==> config.mk <==
export PLATFORM = sky130hd
export DESIGN_NAME = instr_issue_unit_flat
export DESIGN_NICKNAME = d
export VERILOG_FILES = /design/src/rtl/instr_issue_unit_if.sv /design/src/rtl/instr_issue_unit.sv /design/src/flat_wrapper.sv
export SDC_FILE = /design/constraint.sdc
export NUM_CORES = 1
export LEC_CHECK = 0
export ABC_AREA = 1
export ABC_CLOCK_PERIOD_IN_PS = 2100
export BUFFER_PORTS_ARGS = -buffer_cell sky130_fd_sc_hd__buf_2
export CORE_UTILIZATION = 54
export DETAILED_ROUTE_END_ITERATION = 6
export PLACE_DENSITY = 0.8
export SYNTH_ARGS = -nofsm -noshare
export SYNTH_HDL_FRONTEND = slang
export SYNTH_SLANG_ARGS = --single-unit
==> constraint.sdc <==
create_clock -name clk -period 2.1 [get_ports clk]
set_input_delay 0.21 -clock clk [delete_from_list [all_inputs] [get_ports clk]]
set_output_delay 0.21 -clock clk [all_outputs]
set_load 0.005 [all_outputs]
==> src/rtl/instr_issue_unit_if.sv <==
// Handshake bundle between the issue sequencer, instruction memory and decode stage.
// The sequencer side is the master; memory/decode/control side is the slave.
interface instr_issue_unit_if #(
  parameter int ADDR_W = 8
);
  logic              start;
  logic              imem_req;
  logic [ADDR_W-1:0] imem_addr;
  logic              imem_ack;
  logic [15:0]       imem_rdata;
  logic              issue_valid;
  logic              issue_ready;
  logic [2:0]        opco;
  logic [2:0]        rd;
  logic [2:0]        rs;
  logic [6:0]        imm;
  logic              stall;
  logic              done;

  modport master (
    input  start, imem_ack, imem_rdata, issue_ready,
    output imem_req, imem_addr, issue_valid, opco, rd, rs, imm, stall, done
  );

  modport slave (
    output start, imem_ack, imem_rdata, issue_ready,
    input  imem_req, imem_addr, issue_valid, opco, rd, rs, imm, stall, done
  );
endinterface

==> src/rtl/instr_issue_unit.sv <==
// Fetch/issue sequencer: fetches PROG_LEN 16-bit instructions over req/ack and
// presents them to the decoder over valid/ready, with a one-cycle load-use bubble.
module instr_issue_unit #(
  parameter int ADDR_W   = 8,
  parameter int PROG_LEN = 16
) (
  input logic                  clk,
  input logic                  rst_n,
  instr_issue_unit_if.master   bus
);

  typedef enum logic [2:0] {
    IDLE   = 3'd0,
    FETCH  = 3'd1,
    BUBBLE = 3'd2,
    ISSUE  = 3'd3,
    DONE   = 3'd4
  } state_t;

  localparam logic [ADDR_W:0] LEN_C    = (ADDR_W+1)'(PROG_LEN);
  localparam logic            LEN_ZERO = (PROG_LEN == 32'sd0);
  localparam logic [2:0]      OP_LW    = 3'b110;

  state_t            state_r;
  logic [ADDR_W-1:0] pc_r;
  logic [ADDR_W:0]   count_r;
  logic [15:0]       ir_r;
  logic              last_lw_r;
  logic [2:0]        last_rd_r;
  logic              imem_req_r;
  logic              issue_valid_r;
  logic              stall_r;
  logic              done_r;

  logic              hazard_s;
  logic [ADDR_W:0]   count_inc_s;

  // A fetched word that reads the register just loaded must wait one cycle.
  assign hazard_s    = last_lw_r && (bus.imem_rdata[9:7] == last_rd_r);
  assign count_inc_s = count_r + (ADDR_W+1)'(1'b1);

  assign bus.imem_req    = imem_req_r;
  assign bus.imem_addr   = pc_r;
  assign bus.issue_valid = issue_valid_r;
  assign bus.opco        = ir_r[15:13];
  assign bus.rd          = ir_r[12:10];
  assign bus.rs          = ir_r[9:7];
  assign bus.imm         = ir_r[6:0];
  assign bus.stall       = stall_r;
  assign bus.done        = done_r;

  // Sequencer state machine with registered handshake outputs.
  always_ff @(posedge clk or negedge rst_n) begin
    if (!rst_n) begin
      state_r       <= IDLE;
      pc_r          <= {ADDR_W{1'b0}};
      count_r       <= {(ADDR_W+1){1'b0}};
      ir_r          <= 16'h0000;
      last_lw_r     <= 1'b0;
      last_rd_r     <= 3'd0;
      imem_req_r    <= 1'b0;
      issue_valid_r <= 1'b0;
      stall_r       <= 1'b0;
      done_r        <= 1'b0;
    end else begin
      case (state_r)
        IDLE, DONE: begin
          if (bus.start) begin
            pc_r      <= {ADDR_W{1'b0}};
            count_r   <= {(ADDR_W+1){1'b0}};
            last_lw_r <= 1'b0;
            last_rd_r <= 3'd0;
            if (LEN_ZERO) begin
              state_r    <= DONE;
              done_r     <= 1'b1;
              imem_req_r <= 1'b0;
            end else begin
              state_r    <= FETCH;
              done_r     <= 1'b0;
              imem_req_r <= 1'b1;
            end
          end
        end
        FETCH: begin
          if (bus.imem_ack) begin
            ir_r       <= bus.imem_rdata;
            pc_r       <= pc_r + ADDR_W'(1'b1);
            imem_req_r <= 1'b0;
            if (hazard_s) begin
              state_r <= BUBBLE;
              stall_r <= 1'b1;
            end else begin
              state_r       <= ISSUE;
              issue_valid_r <= 1'b1;
            end
          end
        end
        BUBBLE: begin
          stall_r       <= 1'b0;
          issue_valid_r <= 1'b1;
          state_r       <= ISSUE;
        end
        ISSUE: begin
          if (bus.issue_ready) begin
            issue_valid_r <= 1'b0;
            last_lw_r     <= (ir_r[15:13] == OP_LW);
            last_rd_r     <= ir_r[12:10];
            count_r       <= count_inc_s;
            if (count_inc_s == LEN_C) begin
              state_r <= DONE;
              done_r  <= 1'b1;
            end else begin
              state_r    <= FETCH;
              imem_req_r <= 1'b1;
            end
          end
        end
        default: begin
          state_r       <= IDLE;
          imem_req_r    <= 1'b0;
          issue_valid_r <= 1'b0;
          stall_r       <= 1'b0;
          done_r        <= 1'b0;
        end
      endcase
    end
  end

endmodule
==> src/flat_wrapper.sv <==
// flat-port wrapper written by rule: the top's interface ports become plain ports
module instr_issue_unit_flat 
#(
  parameter int ADDR_W   = 8,
  parameter int PROG_LEN = 16
)
  (clk, rst_n, bus_start, bus_imem_ack, bus_imem_rdata, bus_issue_ready, bus_imem_req, bus_imem_addr, bus_issue_valid, bus_opco, bus_rd, bus_rs, bus_imm, bus_stall, bus_done);
  instr_issue_unit_if #(.ADDR_W(ADDR_W)) bus_i ();
  input logic clk;
  input logic rst_n;
  input wire logic [$bits(bus_i.start)-1:0] bus_start;
  input wire logic [$bits(bus_i.imem_ack)-1:0] bus_imem_ack;
  input wire logic [$bits(bus_i.imem_rdata)-1:0] bus_imem_rdata;
  input wire logic [$bits(bus_i.issue_ready)-1:0] bus_issue_ready;
  output wire logic [$bits(bus_i.imem_req)-1:0] bus_imem_req;
  output wire logic [$bits(bus_i.imem_addr)-1:0] bus_imem_addr;
  output wire logic [$bits(bus_i.issue_valid)-1:0] bus_issue_valid;
  output wire logic [$bits(bus_i.opco)-1:0] bus_opco;
  output wire logic [$bits(bus_i.rd)-1:0] bus_rd;
  output wire logic [$bits(bus_i.rs)-1:0] bus_rs;
  output wire logic [$bits(bus_i.imm)-1:0] bus_imm;
  output wire logic [$bits(bus_i.stall)-1:0] bus_stall;
  output wire logic [$bits(bus_i.done)-1:0] bus_done;
  assign bus_i.start = bus_start;
  assign bus_i.imem_ack = bus_imem_ack;
  assign bus_i.imem_rdata = bus_imem_rdata;
  assign bus_i.issue_ready = bus_issue_ready;
  assign bus_imem_req = bus_i.imem_req;
  assign bus_imem_addr = bus_i.imem_addr;
  assign bus_issue_valid = bus_i.issue_valid;
  assign bus_opco = bus_i.opco;
  assign bus_rd = bus_i.rd;
  assign bus_rs = bus_i.rs;
  assign bus_imm = bus_i.imm;
  assign bus_stall = bus_i.stall;
  assign bus_done = bus_i.done;
  instr_issue_unit #(.ADDR_W(ADDR_W), .PROG_LEN(PROG_LEN)) u_core (.clk(clk), .rst_n(rst_n), .bus(bus_i));
endmodule
# Word-level counts from Yosys, hierarchy flattened
# Cells that the tools add are included.
[word_totals]
register_bits = 44
wordCells = 78
[classes]
add_sub_neg = 2
n_eq_ne = 14
mux = 33
n_bitwise = 4
reduce_logical = 15
[ops]
columns = ["op", "count"]
rows = [
  ["3-bit 2-to-1 mux", 6],
  ["9-bit 2-to-1 mux", 2],
  ["9-bit one-hot mux with 2 select lines", 1],
  ["8-bit 2-to-1 mux", 2],
  ["8-bit one-hot mux with 2 select lines", 1],
  ["1-bit 2-to-1 mux", 14],
  ["3-bit one-hot mux with 4 select lines", 1],
  ["3-bit AND reduction", 4],
  ["2-bit != test, second input constant", 5],
  ["9-bit by 1-bit adder with 9-bit output, second input constant", 1],
  ["9-bit by 5-bit == test with 1-bit output, second input constant", 1],
  ["8-bit by 1-bit adder with 8-bit output, second input constant", 1],
  ["1-bit one-hot mux with 4 select lines", 2],
  ["4-bit AND reduction", 2],
  ["3-bit by 2-bit == test with 1-bit output, second input constant", 2],
  ["3-bit == test, second input constant", 2],
  ["3-bit one-hot mux with 2 select lines", 1],
  ["5-bit AND reduction", 1],
  ["2-bit by 1-bit != test with 1-bit output, second input constant", 2],
  ["1-bit inverter", 4],
  ["1-bit one-hot mux with 2 select lines", 2],
  ["2-bit nonzero test", 2],
  ["2-bit OR reduction", 2],
  ["3-bit by 1-bit == test with 1-bit output, second input constant", 1],
  ["6 further kinds", 6],
]

# Depth between registers and ports, before layout
# Gate-level depths: netlist of the first run.
[depth]
depth_word = 5
mapped_depth = 12

# Worst setup path before layout of the first run
# No wires, ideal clock.
[synth_timing]
kind = "reg-to-reg"
from = "register u_core.count_r[0]"
to = "register u_core.imem_req_r (netlist: u_core.bus.imem_req)"
setup_ns = 0.117
arrival_ns = 1.331
required_time_ns = 1.983
slack_ns = 0.652
stages_incl_launch_ff = 11
n_path_buf = 0
path_cell_list = "dfrtp_1 ha_1 nand2_2 nor2_2 nand2_1 nand2_1 nand2_1 nor2_2 nand3_2 nand3b_1 nand2_1"
[synth_between]
elab_chain_len = 4
[synth_rtl]
columns = ["item", "line_no", "source"]
rows = [
  ["start: declaration", "instr_issue_unit.sv:26", "logic [ADDR_W:0] count_r;"],
  ["start signal: assignment", "instr_issue_unit.sv:57", "count_r <= {(ADDR_W+1){1'b0}};"],
  ["start signal: assignment", "instr_issue_unit.sv:70", "count_r <= {(ADDR_W+1){1'b0}};"],
  ["start signal: assignment", "instr_issue_unit.sv:108", "count_r <= count_inc_s;"],
  ["9-bit by 1-bit adder with 9-bit output", "instr_issue_unit.sv:40", "assign count_inc_s = count_r + (ADDR_W+1)'(1'b1);"],
  ["9-bit by 5-bit == test with 1-bit output", "instr_issue_unit.sv:109", "if (count_inc_s == LEN_C) begin"],
  ["2-bit != test (no source line)", "--", ""],
  ["5-bit AND reduction (no source line)", "--", ""],
  ["end signal: assignment", "instr_issue_unit.sv:61", "imem_req_r <= 1'b0;"],
  ["end signal: assignment", "instr_issue_unit.sv:114", "imem_req_r <= 1'b1;"],
  ["end signal: assignment", "instr_issue_unit.sv:120", "imem_req_r <= 1'b0;"],
  ["end: declaration", "instr_issue_unit.sv:30", "logic imem_req_r;"],
]
# Every way passes these cells.
# A chain may end at the register's enable or synchronous reset.

# Worst setup path after layout of the first run
# Same ends and word-level chain as after synthesis.

==> metrics, run 1 <==
outcome finished clean; proportion of synthesized chip area in sequential cells 0.4983; most common library cell in the layout ignoring fill and taps sky130_fd_sc_hd__nand2_1; Fin Setup TNS 0 ps; R2R Path Start u_core.count_r[0]$_DFFE_PN0P_; Resize count post-CTS 0; clock buffer count from CTS 5; total number of clock tree sinks 44; average routed wire per standard cell 12.43 um; kind of launch point of the worst setup path register; skew final 8.097 ps; clock tree from TritonCTS done; Max-Cap Viols 0; multiplexer share of the synthesized area 0.06625; CTS Root Buffer Type sky130_fd_sc_hd__clkbuf_8; maximum count of clock buffers along a single path 2; largest net degree at the start of global routing 32; worst vdd ir 0.7608 mV; combinational family with the most area after synthesis simple AND/OR/NAND/NOR gates; Clock transition at path regs 90 ps; number of flops mapped to enable cells by yosys 0; relative slew slack 0.5631; Initial Util 0.5817; most used cells in the layout excluding fill and tap cells sky130_fd_sc_hd__nand2_1 (64), sky130_fd_sc_hd__buf_2 (48), sky130_fd_sc_hd__dfrtp_1 (44); RSZ-0062 raised after global routing false; worst hold-check path type in2reg; start-to-end type of the worst setup path reg2reg; clock insertion delay at the later pin of the skew report 310 ps; minimum period implied by the final worst setup slack 1681 ps; endpoint arrival time on the critical path 1880 ps; Cells after Synth 255; register bit count reported by yosys 44; final hold violation count 0; antenna violations before repair 0; hold_ws 125.6 ps; Setup crit end kind register; number of setup violations in the final report 0; full die area 4351 um^2; average footprint of a synthesized cell 8.665 um^2; most frequently used flop master after synthesis sky130_fd_sc_hd__dfrtp_1; antenna cell count 0; core region area 3799 um^2; Required @ worst endpoint 2300 ps; basic-gate share of the synthesized area counting and, or, nand and nor cells 0.2656; Layout Nets 335; horizontal extent of the die 65.97 um; Yosys Warn Count 0; gr usage total 0.2356; transition time at the pin with the least slew margin 655.4 ps; Worst Slack Setup Final 418.8 ps; global-route wire length before repair 7659 um; net count after synthesis 278; max frequency 594.8 MHz; number of DRC violations after detailed-routing iteration 0 149; buffers inserted during post-CTS setup optimization 0; ranking of synthesized cells by area sky130_fd_sc_hd__dfrtp_1 (50%), sky130_fd_sc_hd__nand2_1 (11%), sky130_fd_sc_hd__mux2_2 (6.6%); weighted congestion reported at the end of routability-driven placement 0.8785; drt via density 5.166; H-tree lvl count 2; area grow syn2layout 18.69%; number of nets still failing antenna checks after routing 0; Critical Path Start u_core.count_r[0]$_DFFE_PN0P_; First-pass DRT Iterations 4; vias in the first global route 1764; slack of the worst reg-to-reg path 420 ps; post-route clock period utilization 0.8006; CP Max Fanout 5; number of top-level pins 49; Synth Area in Compound Gates 0.09117; fraction of layout cells with a size suffix above 1 0.2971; share of Yosys cell area claimed by the top area cell type 0.4983; number of pins with negative max-slew slack in the final report 0; total vias in the final route 1865; pre-CTS setup slack 436.0 ps; start point of the worst min-delay path bus_imem_rdata[3]; HPWL after DPL 3403 um; total wire length after detailed routing 4486 um; DRC 0; post-synthesis instance area 2210 um^2; power per cell area 1184 nW/um^2; total gr overflow 0; number of input and output port buffers inserted 48; xor and xnor area share after synthesis 0.003964; height of the chip 65.97 um; adder and majority cell fraction of the synthesized area 0.01133; cell taking the most area after synthesis sky130_fd_sc_hd__dfrtp_1; async set or reset register ratio after synthesis 1.000; leakage power figure 1.322 nW; library cells used by synthesis 32; Std-Cell Rows 22
## power breakdown
group	switching (mW)	leakage [nW]	internal, mW
combinational	0.682	0.717	0.539
clock	0.309	0.0404	0.236
sequential	0.200	0.565	1.14
total	1.19	1.32	1.91
## synth_stat cells (3+ instances only)
library cell               count
sky130_fd_sc_hd__a21oi_1       5
sky130_fd_sc_hd__dfrtp_1      44
sky130_fd_sc_hd__inv_1        30
sky130_fd_sc_hd__inv_2         4
sky130_fd_sc_hd__mux2_2       13
sky130_fd_sc_hd__nand2_1      64
sky130_fd_sc_hd__nand2_2       3
sky130_fd_sc_hd__nand3_1      13
sky130_fd_sc_hd__nand3b_1      3
sky130_fd_sc_hd__nor2_1       22
sky130_fd_sc_hd__nor2_2        5
sky130_fd_sc_hd__nor2_4        3
sky130_fd_sc_hd__o21ai_0      16
sky130_fd_sc_hd__o21ai_1       5
sky130_fd_sc_hd__o22ai_1       5
## state kept, by name (all words and copies together) (netlist names)
name / count
u_core.ir_r: 16
u_core.count_r: 9
u_core.bus.imem_addr: 8
u_core.last_rd_r: 3
u_core.state_r: 3
u_core.bus.done: 1
u_core.bus.imem_req: 1
u_core.bus.issue_valid: 1
u_core.bus.stall: 1
u_core.last_lw_r: 1
## kinds of logic after synthesis
group / Yosys count
mux: 13
simple gates: 123
fa+ha+maj: 2
flops: 44
xor+xnor: 1
buf+inv: 36
compound gates: 36
## metrics by stage
stage	cell area (um^2)	std cells	util	power, mW
floorplan	2210	255	-	2.148
global placement	2520	352	0.6634	2.541
detailed placement	2520	352	0.6634	2.579
CTS	2623	361	0.6904	3.132
global route	2623	361	0.6904	3.365
finish	2623	361	0.6904	3.106
## layer usage
| metal | vias up | wire length (um) | GRT usage |
|---|---|---|---|
| met5 | - | 0 | 0 |
| met3 | 7 | 252 | 0.06379 |
| met2 | 54 | 2032 | 0.3878 |
| met4 | 0 | 63 | 0.06915 |
| met1 | 865 | 2138 | 0.3029 |
| li1 | 939 | - | - |
## critical path, cell delays in order, from the launching register on
cell	delay, ps
sky130_fd_sc_hd__dfrtp_1	410
sky130_fd_sc_hd__ha_1	240
sky130_fd_sc_hd__nand3_1	160
sky130_fd_sc_hd__nand2_1	120
sky130_fd_sc_hd__nand2_1	80
sky130_fd_sc_hd__nor2_1	100
sky130_fd_sc_hd__nand2_1	70
sky130_fd_sc_hd__nor2_2	130
sky130_fd_sc_hd__nand3_2	110
sky130_fd_sc_hd__nand3b_1	90
sky130_fd_sc_hd__nand2_1	60
## cell type report
| type | count | area [um^2] |
|---|---|---|
| Clock buffer | 5 | 68.82 |
| Tap cell | 48 | 60.06 |
| Timing Repair Buffer | 52 | 272.8 |
| Multi-Input combinational cell | 175 | 968.4 |
| Sequential cell | 44 | 1101 |
| Inverter | 34 | 127.6 |
| Fill cell | 322 | 1176 |
| Clock inverter | 3 | 23.77 |
## path summary, 6_finish.rpt
kind / endpoint / depth (start not counted)
min in group asynchronous: u_core.ir_r[3]$_DFFE_PN0P_ / 2
max in group asynchronous: u_core.state_r[1]$_DFFE_PN0P_ / 3
max reg2reg: u_core.bus.imem_req$_DFFE_PN0P_ / 10
min: u_core.ir_r[3]$_DFFE_PN0P_ / 2
max: u_core.bus.imem_req$_DFFE_PN0P_ / 10
min reg2reg: u_core.ir_r[8]$_DFFE_PN0P_ / 2
## what timing repair did
item | CTS | global route
hold buffers | 1 | 0
endpoints found under the setup margin | 0 | 0
endpoints found under the hold margin | 29 | 0
No activity file was read; power rests on OpenSTA's default activity.
==> run 2, diff against run 1 <==
Settings changed: ABC_CLOCK_PERIOD_IN_PS 2100 to 1500, CORE_UTILIZATION 54 to 48, PLACE_DENSITY 0.8 to 0.75.
Clock period 2.1 ns to 1.5 ns, I/O delays scaled along.
==> run 2 against run 1 <==
The flow now finishes with violations (setup timing); final area grew 11%; sequential power grew 43%; non-clock buffer count grew 14; sequential share of layout area shrank 4.2 points; critical endpoint is now u_core.bus.imem_addr[6]$_DFFE_PN0P_; critical path type unchanged; global-route usage shrank 2.3 points; fmax grew 11%; clock skew shrank 2.3 ps; highest routed layer unchanged; combinational power grew 69%.
==> metrics, run 2 (synthesized netlist as in run 1, its figures left out) <==
outcome finished, violations left; failing checks setup timing; number of top-level pins 49; antenna violations before repair 0; horizontal extent of the die 69.85 um; power per cell area 1790 nW/um^2; Max-Cap Viols 0; Required @ worst endpoint 1740 ps; R2R Path Start u_core.state_r[0]$_DFFE_PN0P_; endpoint arrival time on the critical path 1750 ps; total vias in the final route 1959; post-route clock period utilization 1.008; DRC 0; RSZ-0062 raised after global routing true; start-to-end type of the worst setup path reg2reg; total wire length after detailed routing 4964 um; largest net degree at the start of global routing 27; start point of the worst min-delay path bus_imem_rdata[13]; Clock transition at path regs 90 ps; slack of the worst reg-to-reg path -10 ps; area grow syn2layout 31.88%; clock insertion delay at the later pin of the skew report 300 ps; leakage power figure 1.467 nW; minimum period implied by the final worst setup slack 1513 ps; drt via density 5.169; Cell Count Post-Placement 363; pre-CTS setup slack -29.20 ps; kind of launch point of the worst setup path register; gr usage total 0.2125; average routed wire per standard cell 13.10 um; worst hold path stage count 2; relative slew slack 0.7049; HPWL after DPL 3532 um; Initial Util 0.5040; end of the worst register-to-register path u_core.bus.imem_addr[6]$_DFFE_PN0P_; worst hold-check path type in2reg; Setup crit end kind register; transition time at the pin with the least slew margin 442.7 ps; number of input and output port buffers inserted 48; number of setup violations in the final report 3; number of pins with negative max-slew slack in the final report 0; CP Max Fanout 5; clock buffer count from CTS 5; r2r worst-path depth 10; total gr overflow 0; number of standard cells in the final layout excluding fillers 379; height of the chip 69.85 um; Std-Cell Rows 24; most used cells in the layout excluding fill and tap cells sky130_fd_sc_hd__nand2_1 (58), sky130_fd_sc_hd__buf_2 (48), sky130_fd_sc_hd__dfrtp_1 (43); number of flip-flops under the largest register name 16; Worst Slack Setup Final -12.70 ps; skew final 5.823 ps; vias in the first global route 1879; fraction of layout cells with a size suffix above 1 0.3761; CTS Root Buffer Type sky130_fd_sc_hd__clkbuf_8; antenna cell count 0; fraction of the core area covered by cells at the end of the flow 0.6647; maximum count of clock buffers along a single path 2; Layout Nets 349; max frequency 661.1 MHz; full die area 4879 um^2; First-pass DRT Iterations 4; weighted congestion reported at the end of routability-driven placement 0.9260; worst vdd ir 1.014 mV; total number of clock tree sinks 44; register name with the most flops u_core.ir_r; global-route wire length before repair 8107 um; core region area 4384 um^2; clock tree from TritonCTS done; Hold Crit Endpoint u_core.ir_r[13]$_DFFE_PN0P_; final hold violation count 0; number of DRC violations after detailed-routing iteration 0 80; most common library cell in the layout ignoring fill and taps sky130_fd_sc_hd__nand2_1; H-tree lvl count 2; number of nets still failing antenna checks after routing 0
## run 2: cell types whose count changed in the layout (fill, tap and decap cells not counted), sizes merged
cell	change
clkinv	-1
bufinv	+3
buf	+14
clkinvlp	-2
## run 2: per-layer routing
metal / up-vias / wire length (um) / global-route usage
met1: 919 / 2158 / 0.2584
met5: - / 0 / 0
li1: 966 / - / -
met2: 61 / 2411 / 0.3654
met4: 0 / 136 / 0.09333
met3: 13 / 258 / 0.04185
## run 2: worst max-delay path by stage
stage / from / endpoint / slack, ps / cells after the start
4_1_cts: u_core.state_r[2]$_DFFE_PN0P_ / u_core.bus.imem_req$_DFFE_PN0P_ / 6 / 11
6_report: u_core.state_r[0]$_DFFE_PN0P_ / u_core.bus.imem_addr[6]$_DFFE_PN0P_ / -10 / 10
2_1_floorplan: u_core.count_r[0]$_DFFE_PN0P_ / u_core.bus.imem_req$_DFFE_PN0P_ / 50 / 10
5_1_grt: u_core.count_r[0]$_DFFE_PN0P_ / u_core.bus.imem_req$_DFFE_PN0P_ / -140 / 10
3_5_place_dp: u_core.count_r[1]$_DFFE_PN0P_ / u_core.bus.imem_req$_DFFE_PN0P_ / -30 / 10
3_3_place_gp: u_core.count_r[1]$_DFFE_PN0P_ / u_core.bus.imem_req$_DFFE_PN0P_ / 30 / 10
## run 2: layout make-up
cell class | count | area [um^2]
sequential | 44 | 1102
tap | 52 | 65.06
clock buffer | 5 | 68.82
fill | 339 | 1470
timing repair buffer | 66 | 390.4
inverter | 34 | 130.1
multi-input combinational | 175 | 1067
clock inverter | 3 | 90.09
## run 2: report_power, final
group	internal, mW	switching (mW)
Clock	0.833	0.422
Combinational	0.978	1.08
Sequential	1.60	0.307
## run 2: repair_timing
item | in CTS | in global routing
hold buffers | 1 | 0
setup buffers | 1 | 6
hold endpoints to repair | 18 | 0
setup endpoints to repair | 4 | 29
resized for setup | 4 | 24
pin swaps | 3 | 15
## run 2: critical path, stage by stage, from the launching register on
cell and delay (ps):
sky130_fd_sc_hd__dfrtp_1 390, sky130_fd_sc_hd__inv_2 80, sky130_fd_sc_hd__nor3_4 280, sky130_fd_sc_hd__nand2_2 130, sky130_fd_sc_hd__nand2_4 130, sky130_fd_sc_hd__nand3_4 100
sky130_fd_sc_hd__nor2_4 120, sky130_fd_sc_hd__nand2_1 60, sky130_fd_sc_hd__nand2_1 50, sky130_fd_sc_hd__nand2_1 50, sky130_fd_sc_hd__nor2_1 70
## run 2: through the flow
step	setup TNS (ps)	hold slack, ps	total power [mW]	instance area, um^2
after floorplan	0	-145.6	3.008	2210
after global placement	0	123.5	3.657	2590
after detailed placement	-43.82	121.5	3.719	2590
after CTS	0	68.04	5.022	2789
after global routing	-968.8	66.44	5.573	2914
final	-28.24	73.93	5.217	2914
==> run 3, diff against run 2 <==
Settings changed: ABC_AREA 1 to 0, CORE_UTILIZATION 48 to 47, PLACE_DENSITY 0.75 to 0.74.
==> run 3 against run 2 <==
The run still ends with setup timing left; final cell count fell by 18%; non-clock buffer count rose by 9; largest power group is now sequential cells; critical endpoint is now u_core.state_r[2]$_DFFE_PN0P_; global-route usage fell by 1.3 points; largest cell class unchanged; highest routed layer unchanged; total power fell by 14%.
==> metrics, run 3 <==
most common library cell in the layout ignoring fill and taps sky130_fd_sc_hd__buf_2; average footprint of a synthesized cell 10.94 um^2; First-pass DRT Iterations 5; Cell Count Post-Placement 298; transition time at the pin with the least slew margin 312.6 ps; Yosys Warn Count 0; proportion of synthesized chip area in sequential cells 0.5409; multi-input logic area 953.4 um^2; post-synthesis instance area 2036 um^2; horizontal extent of the die 67.81 um; fraction of layout cells with a size suffix above 1 0.4253; largest net degree at the start of global routing 45; async set or reset register ratio after synthesis 1.000; core region area 4086 um^2; number of setup violations in the final report 4; clock buffer count from CTS 5; H-tree lvl count 2; antenna violations before repair 0; total gr overflow 0; share of Yosys cell area claimed by the top area cell type 0.5409; post-route clock period utilization 1.079; minimum period implied by the final worst setup slack 1618 ps; global-route wire length before repair 6720 um; outcome finished, violations left; start-to-end type of the worst setup path reg2reg; final hold violation count 0; CTS Root Buffer Type sky130_fd_sc_hd__clkbuf_8; net count after synthesis 209; endpoint arrival time on the critical path 1850 ps; number of nets still failing antenna checks after routing 0; most frequently used flop master after synthesis sky130_fd_sc_hd__dfrtp_1; weighted congestion reported at the end of routability-driven placement 0.8292; total vias in the final route 1669; maximum count of clock buffers along a single path 2; leakage power figure 1.304 nW; number of flops mapped to enable cells by yosys 0; Worst Slack Setup Final -118.4 ps; power per cell area 1660 nW/um^2; full die area 4598 um^2; register bit count reported by yosys 44; power consumption 4.461 mW; max frequency 617.9 MHz; RSZ-0062 raised after global routing true; Required @ worst endpoint 1730 ps; drt via density 5.367; start point of the worst min-delay path bus_imem_rdata[6]; worst hold-check path type in2reg; Storage cell area 1101 um^2; number of DRC violations after detailed-routing iteration 0 75; area grow syn2layout 32.02%; height of the chip 67.81 um; number of input and output port buffers inserted 48; instance area after placement 2501 um^2; clock insertion delay at the later pin of the skew report 290 ps; Clock transition at path regs 80 ps; CP Max Fanout 4; worst vdd ir 0.9680 mV; Non-Filler Cell Area, Final 2688 um^2; number of top-level pins 49; gr usage total 0.1998; cell taking the most area after synthesis sky130_fd_sc_hd__dfrtp_1; register name with the most flops u_core.ir_r; number of standard cells in the final layout excluding fillers 311; Cells after Synth 186; total number of clock tree sinks 44; Setup crit end kind register; library cells used by synthesis 40; most used cells in the layout excluding fill and tap cells sky130_fd_sc_hd__buf_2 (48), sky130_fd_sc_hd__dfrtp_1 (44), sky130_fd_sc_hd__buf_4 (23); number of pins with negative max-slew slack in the final report 0; # fillers 327; Layout Nets 283; cell with the most instances after synthesis sky130_fd_sc_hd__dfrtp_1; Critical Path Start u_core.count_r[1]$_DFFE_PN0P_; clock tree from TritonCTS done; kind of launch point of the worst setup path register; number of flip-flops under the largest register name 16; R2R Path Start u_core.count_r[1]$_DFFE_PN0P_; failing checks setup timing; HPWL after DPL 2967 um; skew final 4.024 ps; pre-CTS setup slack -122.6 ps; total wire length after detailed routing 4424 um; DRC 0; vias in the first global route 1467; antenna cell count 0; relative slew slack 0.7911; average routed wire per standard cell 14.23 um; Initial Util 0.4982; Max-Cap Viols 0; Std-Cell Rows 23; most used standard cells in the synthesized netlist sky130_fd_sc_hd__dfrtp_1 (44), sky130_fd_sc_hd__nor2_1 (20), sky130_fd_sc_hd__mux2_2 (17); ranking of synthesized cells by area sky130_fd_sc_hd__dfrtp_1 (54%), sky130_fd_sc_hd__mux2_2 (9.4%), sky130_fd_sc_hd__o21ai_0 (3.9%)
==> run 3: cells by family after synthesis <==
group                    Yosys count  share of synthesized area
adder cells (fa/ha/maj)            2                    0.01229
flip-flops                        44                     0.5409
XOR/XNOR                          12                    0.05163
buffers and inverters             11                    0.02213
AND/OR/NAND/NOR                   59                     0.1444
AO/OA/AOI/OAI                     40                     0.1297
multiplexers                      18                    0.09895
==> run 3: timing repair <==
action                                  in CTS  in global routing
setup buffers                                0                  4
hold buffers                                 1                  0
resized for setup                            3                 16
pin swaps                                    1                  5
hold endpoints to repair                    44                  0
endpoints found under the setup margin      16                 13
==> run 3: per-layer routing <==
layer	part of all wire	track usage
met5	0	0
met4	0.012	0.06510
met3	0.045	0.05667
met2	0.48	0.3131
met1	0.46	0.2667
==> run 3: area by class of cell <==
class                   instances  share of cell area
well taps                      50             0.02328
repair buffers                 75              0.1764
multi-input cells             131              0.3547
inverters                       3            0.004190
flip-flops and latches         44              0.4097
clock buffers                   7             0.02840
clock inverters                 1            0.003259
==> run 3: final timing paths <==
kind                       cells past startpoint  slack (ps)                             to
setup / recovery                               5        -120  u_core.state_r[2]$_DFFE_PN0P_
hold / removal                                 2          80     u_core.ir_r[6]$_DFFE_PN0P_
setup reg to reg                               5        -120  u_core.state_r[2]$_DFFE_PN0P_
hold reg to reg                                2         480   u_core.last_lw_r$_DFFE_PN0P_
max in group asynchronous                      3         950     u_core.ir_r[9]$_DFFE_PN0P_
min in group asynchronous                      3         360   u_core.bus.stall$_DFFE_PN0P_
==> run 3: metrics by stage <==
| stage | util | setup TNS, ps | hold slack, ps |
|---|---|---|---|
| detailed placement | 0.6121 | -803.0 | 143.8 |
| global placement | 0.6121 | -724.2 | 144.9 |
| global route | 0.6577 | -925.1 | 72.01 |
| finish | 0.6577 | -395.7 | 84.52 |
| CTS | 0.6363 | -399.8 | 74.68 |
| floorplan | - | -370.4 | -145.6 |
==> run 3: worst max-delay path, stage by stage, from the launching register on <==
cell                       delay [ps]
sky130_fd_sc_hd__dfrtp_1          370
sky130_fd_sc_hd__nand3_2           90
sky130_fd_sc_hd__or3b_1           350
sky130_fd_sc_hd__a2111o_1         410
sky130_fd_sc_hd__a21oi_4          170
sky130_fd_sc_hd__a32o_1           170
==> run 3: power breakdown <==
| group | switching [mW] | total [mW] | internal (mW) |
|---|---|---|---|
| registers | 0.286 | 1.89 | 1.60 |
| clock network | 0.381 | 0.713 | 0.333 |
| logic | 0.838 | 1.86 | 1.02 |
| total | 1.50 | 4.46 | 2.96 |
